==> src/rtl/key_led_ctrl.sv <==
// ---------------------------------------------------------------------------
// key_led_ctrl
//   Sequences the board LED from one mechanical key.
//   - Two-flop synchroniser on the raw key (both flops idle high).
//   - Debounce FSM: IDLE -> PFILT -> DOWN -> RFILT. Each filter state needs
//     DEB_CNT_MAX+1 further stable samples. A bounce restarts the filter.
//   - One-cycle key_flag per confirmed press.
//   - Each key_flag steps the mode: OFF(0) -> ON(1) -> BLINK(2) -> OFF.
//   - The LED follows the mode one edge later. In BLINK, the LED starts lit
//     and toggles every BLINK_CNT_MAX+1 clocks.
//   Optional feature macro: KEY_LONG_PRESS_EN. When it is defined, holding
//   the key LONG_CNT_MAX+1 clocks in DOWN forces the mode to OFF, once per
//   press.
//
// Parameters
//   DEB_CNT_MAX   : debounce hold, in clocks minus one
//   BLINK_CNT_MAX : blink half-period, in clocks minus one
//   LONG_CNT_MAX  : long-press threshold, in clocks minus one
// Ports
//   sys_clk   in  1 : system clock (the only clock)
//   sys_rst_n in  1 : asynchronous active-low reset
//   key_in    in  1 : raw key, active-low, asynchronous to sys_clk
//   led_out   out 1 : LED drive, 1 = lit
//   mode      out 2 : 0 = OFF, 1 = ON, 2 = BLINK
//   key_flag  out 1 : one-cycle pulse per debounced press
// ---------------------------------------------------------------------------
module key_led_ctrl #(
  parameter logic [19:0] DEB_CNT_MAX   = 20'd999_999,
  parameter logic [24:0] BLINK_CNT_MAX = 25'd24_999_999,
  parameter logic [25:0] LONG_CNT_MAX  = 26'd49_999_999
) (
  input  logic       sys_clk,
  input  logic       sys_rst_n,
  input  logic       key_in,
  output logic       led_out,
  output logic [1:0] mode,
  output logic       key_flag
);

  typedef enum logic [1:0] {
    IDLE  = 2'd0,
    PFILT = 2'd1,
    DOWN  = 2'd2,
    RFILT = 2'd3
  } state_t;

  logic        r_sync1;
  logic        r_sync2;
  logic        w_key_s;
  state_t      r_state;
  state_t      w_state_nxt;
  logic [19:0] r_cnt;
  logic [19:0] w_cnt_nxt;
  logic        r_key_flag;
  logic        w_flag_nxt;
  logic [1:0]  r_mode;
  logic [1:0]  w_mode_nxt;
  logic        r_led;
  logic        w_led_nxt;
  logic [24:0] r_blink_cnt;
  logic [24:0] w_blink_cnt_nxt;
  logic        r_in_blink;
  logic        w_in_blink_nxt;
  logic        w_long_s;

  // Two-flop synchroniser; both flops idle high (key released)
  always_ff @(posedge sys_clk or negedge sys_rst_n) begin
    if (!sys_rst_n) begin
      r_sync1 <= 1'b1;
      r_sync2 <= 1'b1;
    end else begin
      r_sync1 <= key_in;
      r_sync2 <= r_sync1;
    end
  end

  assign w_key_s = r_sync2;

  // Debounce FSM state, filter counter and press pulse registers
  always_ff @(posedge sys_clk or negedge sys_rst_n) begin
    if (!sys_rst_n) begin
      r_state    <= IDLE;
      r_cnt      <= 20'd0;
      r_key_flag <= 1'b0;
    end else begin
      r_state    <= w_state_nxt;
      r_cnt      <= w_cnt_nxt;
      r_key_flag <= w_flag_nxt;
    end
  end

  // Debounce next-state logic. The counter clears on every state change.
  always_comb begin
    w_state_nxt = r_state;
    w_cnt_nxt   = r_cnt;
    w_flag_nxt  = 1'b0;
    case (r_state)
      IDLE: begin
        if (!w_key_s) begin
          w_state_nxt = PFILT;
          w_cnt_nxt   = 20'd0;
        end else begin
          w_cnt_nxt   = 20'd0;
        end
      end
      PFILT: begin
        if (w_key_s) begin
          w_state_nxt = IDLE;
          w_cnt_nxt   = 20'd0;
        end else if (r_cnt == DEB_CNT_MAX) begin
          w_state_nxt = DOWN;
          w_cnt_nxt   = 20'd0;
          w_flag_nxt  = 1'b1;
        end else begin
          w_cnt_nxt   = r_cnt + 20'd1;
        end
      end
      DOWN: begin
        if (w_key_s) begin
          w_state_nxt = RFILT;
          w_cnt_nxt   = 20'd0;
        end else begin
          w_cnt_nxt   = 20'd0;
        end
      end
      RFILT: begin
        if (!w_key_s) begin
          w_state_nxt = DOWN;
          w_cnt_nxt   = 20'd0;
        end else if (r_cnt == DEB_CNT_MAX) begin
          w_state_nxt = IDLE;
          w_cnt_nxt   = 20'd0;
        end else begin
          w_cnt_nxt   = r_cnt + 20'd1;
        end
      end
      default: begin
        w_state_nxt = IDLE;
        w_cnt_nxt   = 20'd0;
      end
    endcase
  end

`ifdef KEY_LONG_PRESS_EN
  logic [25:0] r_hold_cnt;
  logic        r_long_fired;
  logic        r_long_flag;

  // Hold timer in DOWN. The fired latch is cleared only back in IDLE, so
  // release bounces cannot re-arm the long press.
  always_ff @(posedge sys_clk or negedge sys_rst_n) begin
    if (!sys_rst_n) begin
      r_hold_cnt   <= 26'd0;
      r_long_fired <= 1'b0;
      r_long_flag  <= 1'b0;
    end else begin
      r_long_flag <= 1'b0;
      if (r_state == DOWN) begin
        if (r_hold_cnt == LONG_CNT_MAX) begin
          if (!r_long_fired) begin
            r_long_flag  <= 1'b1;
            r_long_fired <= 1'b1;
          end
        end else begin
          r_hold_cnt <= r_hold_cnt + 26'd1;
        end
      end else begin
        r_hold_cnt <= 26'd0;
        if (r_state == IDLE) begin
          r_long_fired <= 1'b0;
        end
      end
    end
  end

  assign w_long_s = r_long_flag;
`else
  logic w_unused_long;

  assign w_unused_long = ^LONG_CNT_MAX;
  assign w_long_s      = 1'b0;
`endif

  // Mode next-state logic: a long press overrides, otherwise step on press
  always_comb begin
    w_mode_nxt = r_mode;
    if (w_long_s) begin
      w_mode_nxt = 2'd0;
    end else if (r_key_flag) begin
      case (r_mode)
        2'd0:    w_mode_nxt = 2'd1;
        2'd1:    w_mode_nxt = 2'd2;
        2'd2:    w_mode_nxt = 2'd0;
        default: w_mode_nxt = 2'd0;
      endcase
    end else begin
      w_mode_nxt = r_mode;
    end
  end

  // Mode register
  always_ff @(posedge sys_clk or negedge sys_rst_n) begin
    if (!sys_rst_n) begin
      r_mode <= 2'd0;
    end else begin
      r_mode <= w_mode_nxt;
    end
  end

  // LED next-state logic. It reads the registered mode, so the LED lags the
  // mode by one edge. On BLINK entry the LED restarts lit.
  always_comb begin
    w_led_nxt       = r_led;
    w_blink_cnt_nxt = 25'd0;
    w_in_blink_nxt  = 1'b0;
    case (r_mode)
      2'd0: w_led_nxt = 1'b0;
      2'd1: w_led_nxt = 1'b1;
      2'd2: begin
        w_in_blink_nxt = 1'b1;
        if (!r_in_blink) begin
          w_led_nxt       = 1'b1;
          w_blink_cnt_nxt = 25'd0;
        end else if (r_blink_cnt == BLINK_CNT_MAX) begin
          w_led_nxt       = ~r_led;
          w_blink_cnt_nxt = 25'd0;
        end else begin
          w_blink_cnt_nxt = r_blink_cnt + 25'd1;
        end
      end
      default: w_led_nxt = 1'b0;
    endcase
  end

  // LED, blink timer and BLINK-entry tracking registers
  always_ff @(posedge sys_clk or negedge sys_rst_n) begin
    if (!sys_rst_n) begin
      r_led       <= 1'b0;
      r_blink_cnt <= 25'd0;
      r_in_blink  <= 1'b0;
    end else begin
      r_led       <= w_led_nxt;
      r_blink_cnt <= w_blink_cnt_nxt;
      r_in_blink  <= w_in_blink_nxt;
    end
  end

  assign led_out  = r_led;
  assign mode     = r_mode;
  assign key_flag = r_key_flag;

endmodule

==> config.mk <==
export PLATFORM = sky130hd
export DESIGN_NAME = key_led_ctrl
export DESIGN_NICKNAME = d
export VERILOG_FILES = /design/src/rtl/key_led_ctrl.sv
export SDC_FILE = /design/constraint.sdc
export NUM_CORES = 1
export LEC_CHECK = 0
export CORE_UTILIZATION = 62
export DETAILED_ROUTE_END_ITERATION = 7
export DONT_BUFFER_PORTS = 1
export PLACE_DENSITY_LB_ADDON = 0.25
export SYNTH_ARGS = -nofsm -noshare
export SYNTH_HDL_FRONTEND = slang
export SYNTH_SLANG_ARGS = --single-unit
==> constraint.sdc <==
create_clock -name sys_clk -period 2.4 [get_ports sys_clk]
set_input_delay 0.24 -clock sys_clk [delete_from_list [all_inputs] [get_ports sys_clk]]
set_output_delay 0.24 -clock sys_clk [all_outputs]
set_load 0.05 [all_outputs]
Word-level counts from Yosys, hierarchy flattened
Index checks and enable logic that the tools add are counted.
{"block": "op_classes", "add_sub_neg": 2, "eq_ne": 12, "n_reduce_logical": 4, "bitwise_logic": 1, "n_mux": 22}
{"cell": "$mux 25", "n": 3}
{"cell": "$mux 20", "n": 3}
{"cell": "$pmux 20 s3", "n": 1}
{"cell": "$add 25x1->25 const B", "n": 1}
{"cell": "$eq 25x25->1 const B", "n": 1}
{"cell": "$add 20x1->20 const B", "n": 1}
{"cell": "$eq 20x20->1 const B", "n": 1}
{"cell": "$mux 2", "n": 6}
{"cell": "$ne 3x3->1 const B", "n": 3}
{"cell": "$pmux 2 s4", "n": 1}
{"cell": "$eq 2x2->1 const B", "n": 3}
{"cell": "$mux 1", "n": 6}
{"cell": "$eq 2x1->1 const B", "n": 2}
{"cell": "$logic_not 2->1", "n": 2}
{"cell": "$ne 2x2->1 const B", "n": 2}
{"cell": "$pmux 2 s2", "n": 1}
{"cell": "$reduce_and 4->1", "n": 1}
{"cell": "$pmux 1 s2", "n": 1}
{"cell": "$reduce_or 2->1", "n": 1}
{"cell": "$not 1->1", "n": 1}
{"block": "word_totals", "elab_cells": 50, "input_bits": 3, "ff_bits": 54}

Logic depth before layout (Yosys ltp)
{"block": "depth", "word_depth": 4, "ltp_mapped": 7}

Worst setup path before layout
Ideal clock, no wire load.
{"block": "synth_timing", "path_kind": "register -> register", "startpoint": "register r_blink_cnt[0]", "endpoint": "register r_led, in the netlist led_out", "arrival_time_ps": 1745, "stages_incl_launch_ff": 6, "setup_time_ps": 125, "slack_ps": 530, "path_buffers": 0, "path_cell_list": "dfrtp_1 -> ha_1 -> and4_2 -> nand2_1 -> o311ai_2 -> mux2_2"}
{"block": "synth_between", "elab_chain_len": 2}
{"item": "from (decl)", "line_no": "60", "rtl": "logic [24:0] r_blink_cnt;"}
{"item": "from (signal assigned)", "line_no": "243", "rtl": "r_blink_cnt <= w_blink_cnt_nxt;"}
{"item": "$eq 25x25->1", "line_no": "224", "rtl": "end else if (r_blink_cnt == BLINK_CNT_MAX) begin"}
{"item": "$ne 3x3->1 (no source line)"}
{"item": "to (signal assigned)", "line_no": "242", "rtl": "r_led <= w_led_nxt;"}
{"item": "to (decl)", "line_no": "58", "rtl": "logic r_led;"}
Every way passes these cells.
A chain may end at the register's enable or synchronous reset.

Final worst setup path
{"block": "layout_timing", "startpoint": "register r_blink_cnt[0]", "endpoint": "register r_blink_cnt[24]"}
{"block": "layout_between", "elab_chain_len": 4, "word_cells_on_any_way": 5}
{"item": "$add 25x1->25 / $eq 25x25->1 (equally long branches)", "line_no": "228, 224"}
{"item": "$mux 25 (*)", "line_no": "224"}
{"item": "$mux 25 (*)", "line_no": "221", "rtl": "if (!r_in_blink) begin"}
{"item": "$mux 25 (*)", "line_no": "216", "rtl": "case (r_mode)"}
{"item": "via w_blink_cnt_nxt[24]", "line_no": "61", "rtl": "logic [24:0] w_blink_cnt_nxt;"}
Mark *: on every way through the listed nets, which the timed path passes. The rest lies on a longest branch.

==> impl_metrics.env <==
export IMPL_drt_wl_total_microns=4810
export IMPL_globalplace_congestion=0.797
export IMPL_layout_drive_gt1_share=0.0789
export IMPL_grt_pass1_wl_microns=8130
export IMPL_cts_root_buffer="clkbuf_8"
export IMPL_synth_ff_type="dfrtp_1"
export IMPL_ios=7
export IMPL_path_clk_slew_ps=90
export IMPL_syn_area_sq_um=2620
export IMPL_yosysSeqAreaShare=0.517
export IMPL_final_cell_mix="52 x dfrtp_1, 30 x nor2_1, 18 x nand2_1, 17 x xnor2_1, 17 x a21oi_1"
export IMPL_whs_ps=361
export IMPL_p_leak_nw=1.04
export IMPL_drt_pass1_iterations=4
export IMPL_drv_cap=0
export IMPL_hold_viol_final=0
export IMPL_dr_max_layer_used="met4"
export IMPL_area_growth_synth_to_final_pct=7.36
export IMPL_cts_inserted_buffers=5
export IMPL_synth_simple_gate_area_frac=0.243
export IMPL_fin_crit_sh=0.843
export IMPL_r2r_setup_slack_ps=380
export IMPL_clockBufferDepth=2
export IMPL_crit_fanout=7
export IMPL_start_util=0.650
export IMPL_crit_end="r_blink_cnt[24]$_DFF_PN0_"
export IMPL_hp_class="register to register"
export IMPL_grtUsageTotal=0.244
export IMPL_yosys_warnings=0
export IMPL_io_buffers=0
export IMPL_fillCellCount=304
export IMPL_vias=1904
export IMPL_syn_avg_cell_area_sq_um=10.0
export IMPL_synth_compound_area_share=0.0956
export IMPL_synth_edf_count=0
export IMPL_worstPathRequired_ps=2640
export IMPL_final_util=0.698
export IMPL_core_area_sq_um=4030
export IMPL_maxSlewViolCount=0
export IMPL_synth_top_family_by_area="simple AND/OR/NAND/NOR gates"
export IMPL_grt_pass1_vias=1772
export IMPL_postPlaceCellArea_sq_um=2650
export IMPL_antenna_found_initial=0
export IMPL_relSlewSlack=0.638
export IMPL_setup_slack_ps=376
export IMPL_worstSetupStartpointType="register"
export IMPL_fin_nets=273
export IMPL_status="finished clean"
export IMPL_regArea_sq_um=1350
export IMPL_setup_viol=0
export IMPL_m1WireLength_microns=2370
export IMPL_fin_setup_tns_ps=0
export IMPL_skew_ps=6.95
export IMPL_worst_setup_path_end_kind="register"
export IMPL_drtIter0Drc=140
export IMPL_row_count=23
export IMPL_synth_xor_area_share=0.0803
export IMPL_rsz0062_at_grt="no"
export IMPL_drc=0
export IMPL_final_common_cell="dfrtp_1"
export IMPL_grt_max_degree=55
export IMPL_cts_sinks=54
export IMPL_synth_seq_cells=54
export IMPL_startpoint="r_blink_cnt[0]$_DFF_PN0_"
export IMPL_pwr_density_cell_nw_per_um2=555
export IMPL_wire_per_inst_microns=15.2
export IMPL_worstSkewPairLatency_ps=310
export IMPL_ctsHtreeMaxLevel=2
export IMPL_design_area_sq_um=2810
export IMPL_ys_types=37
export IMPL_multi_input_area_sq_um=1180
export IMPL_num_antenna_cells=0
export IMPL_period_needed_ps=2020
export IMPL_synth_adder_area_share=0.0239
export IMPL_wl_met2_microns=2210
export IMPL_grt_overflow=0
export IMPL_arrival_ps=2260
export IMPL_die_w_microns=67.0
export IMPL_die_y_microns=67.0
export IMPL_r2r_end="r_blink_cnt[24]$_DFF_PN0_"
export IMPL_ff2ff_path_depth=5
export IMPL_tightest_slew_ps=544
export IMPL_via_per_inst=6.03
export IMPL_synthMuxAreaShare=0.00812
export IMPL_async_reset_ff_frac=1.00
export IMPL_cts_tree="built"
export IMPL_route_met3_wl_microns=163
export IMPL_ant_nets=0
export IMPL_irDropWorstVdd_v=0.000318
export IMPL_syn_nets=269
export IMPL_place_ws_ps=434
export IMPL_dp_hpwl_microns=3110
export IMPL_fp_dieArea_sq_um=4490
export IMPL_worstSetupPathType="register to register"
export IMPL_timing_fmax_ghz=0.494
export IMPL_rr_startpoint="r_blink_cnt[0]$_DFF_PN0_"
export IMPL_synth_cells=261
## layout make-up
cell class              count  area share
clock inverters             3      0.0160
clock buffers               5      0.0245
repair buffers              4      0.0196
inverters                  12      0.0160
multi-input cells         188       0.420
well taps                  50      0.0223
flip-flops and latches     54       0.482
## worst min-delay path by stage
stage | start | end | slack [ps] | depth (start not counted)
detailed placement | sys_rst_n | r_blink_cnt[19]$_DFF_PN0_ | -50 | 0
finish | r_sync1$_DFF_PN1_ | r_sync2$_DFF_PN1_ | 360 | 0
global placement | sys_rst_n | r_blink_cnt[21]$_DFF_PN0_ | -50 | 0
CTS | r_sync1$_DFF_PN1_ | r_sync2$_DFF_PN1_ | 360 | 0
global route | r_sync1$_DFF_PN1_ | r_sync2$_DFF_PN1_ | 370 | 0
floorplan | sys_rst_n | async pin | -60 | 0
## cells in the mapped netlist, types with 2 or more instances
| library cell | n | share of area |
|---|---|---|
| dfrtp_1 | 52 | 0.50 |
| nor2_1 | 30 | 0.043 |
| nand2_1 | 18 | 0.026 |
| a21oi_1 | 17 | 0.032 |
| xnor2_1 | 17 | 0.057 |
| o21ai_0 | 14 | 0.027 |
| or3_1 | 13 | 0.031 |
| inv_1 | 12 | 0.017 |
| nand3_1 | 10 | 0.019 |
| nand4_1 | 7 | 0.017 |
| o31ai_1 | 7 | 0.020 |
| or4_1 | 7 | 0.020 |
| xor2_1 | 7 | 0.023 |
| ha_1 | 5 | 0.024 |
| nor4_1 | 5 | 0.012 |
| nor4b_1 | 5 | 0.017 |
| buf_2 | 4 | 0.0076 |
| nor3_1 | 4 | 0.0076 |
| and3_1 | 3 | 0.0072 |
| and4_1 | 3 | 0.010 |
| and2_1 | 2 | 0.0048 |
| clkbuf_1 | 2 | 0.0029 |
| dfstp_2 | 2 | 0.020 |
| nand3_2 | 2 | 0.0076 |
## routing by layer
| layer | vias up | global-route usage |
|---|---|---|
| li1 | 938 | - |
| met1 | 929 | 0.345 |
| met2 | 29 | 0.360 |
| met3 | 8 | 0.0548 |
| met4 | 0 | 0.0957 |
| met5 | - | 0 |
## metrics by stage
step | cells | power [mW]
2_1_floorplan | 261 | 0.944
3_3_place_gp | 305 | 0.946
3_5_place_dp | 305 | 0.946
4_1_cts | 316 | 1.58
5_1_grt | 316 | 1.62
6_report | 316 | 1.56
## what timing repair did
item / CTS / global route
hold endpoints to repair: 55 / 0
hold buffers: 3 / 0
setup buffers: 0 / 0
setup endpoints to repair: 0 / 0
gates resized for setup: 0 / 0
## sequential cells by signal (all words and copies together), names as in the netlist, named ones only
register	count
mode	2
r_sync1	1
key_flag	1
r_in_blink	1
r_cnt	20
r_state	1
led_out	1
r_sync2	1
r_blink_cnt	25
## logic make-up (layout without fill, tap and decap cells)
family,count (synthesis),in the layout
xor gates and xnor gates,24,24
and+or+nand+nor,115,115
DFF,54,54
muxes,2,2
buffers and inverters,19,24
adders and majority gates,5,5
AOI/OAI and AO/OA,42,42
## power breakdown
| part | internal (mW) | switching (mW) | total, mW |
|---|---|---|---|
| sequential | 0.915 | 0.00304 | 0.918 |
| combinational | 0.0101 | 0.0254 | 0.0355 |
| clock | 0.310 | 0.297 | 0.607 |
## critical path: stages (launching register included)
cell and delay [ps]:
dfrtp_1 410, ha_1 230, and4_2 310, nand4_1 290
or4_1 560, a21oi_1 160
Note: power is estimated with default switching activity, not from simulation.
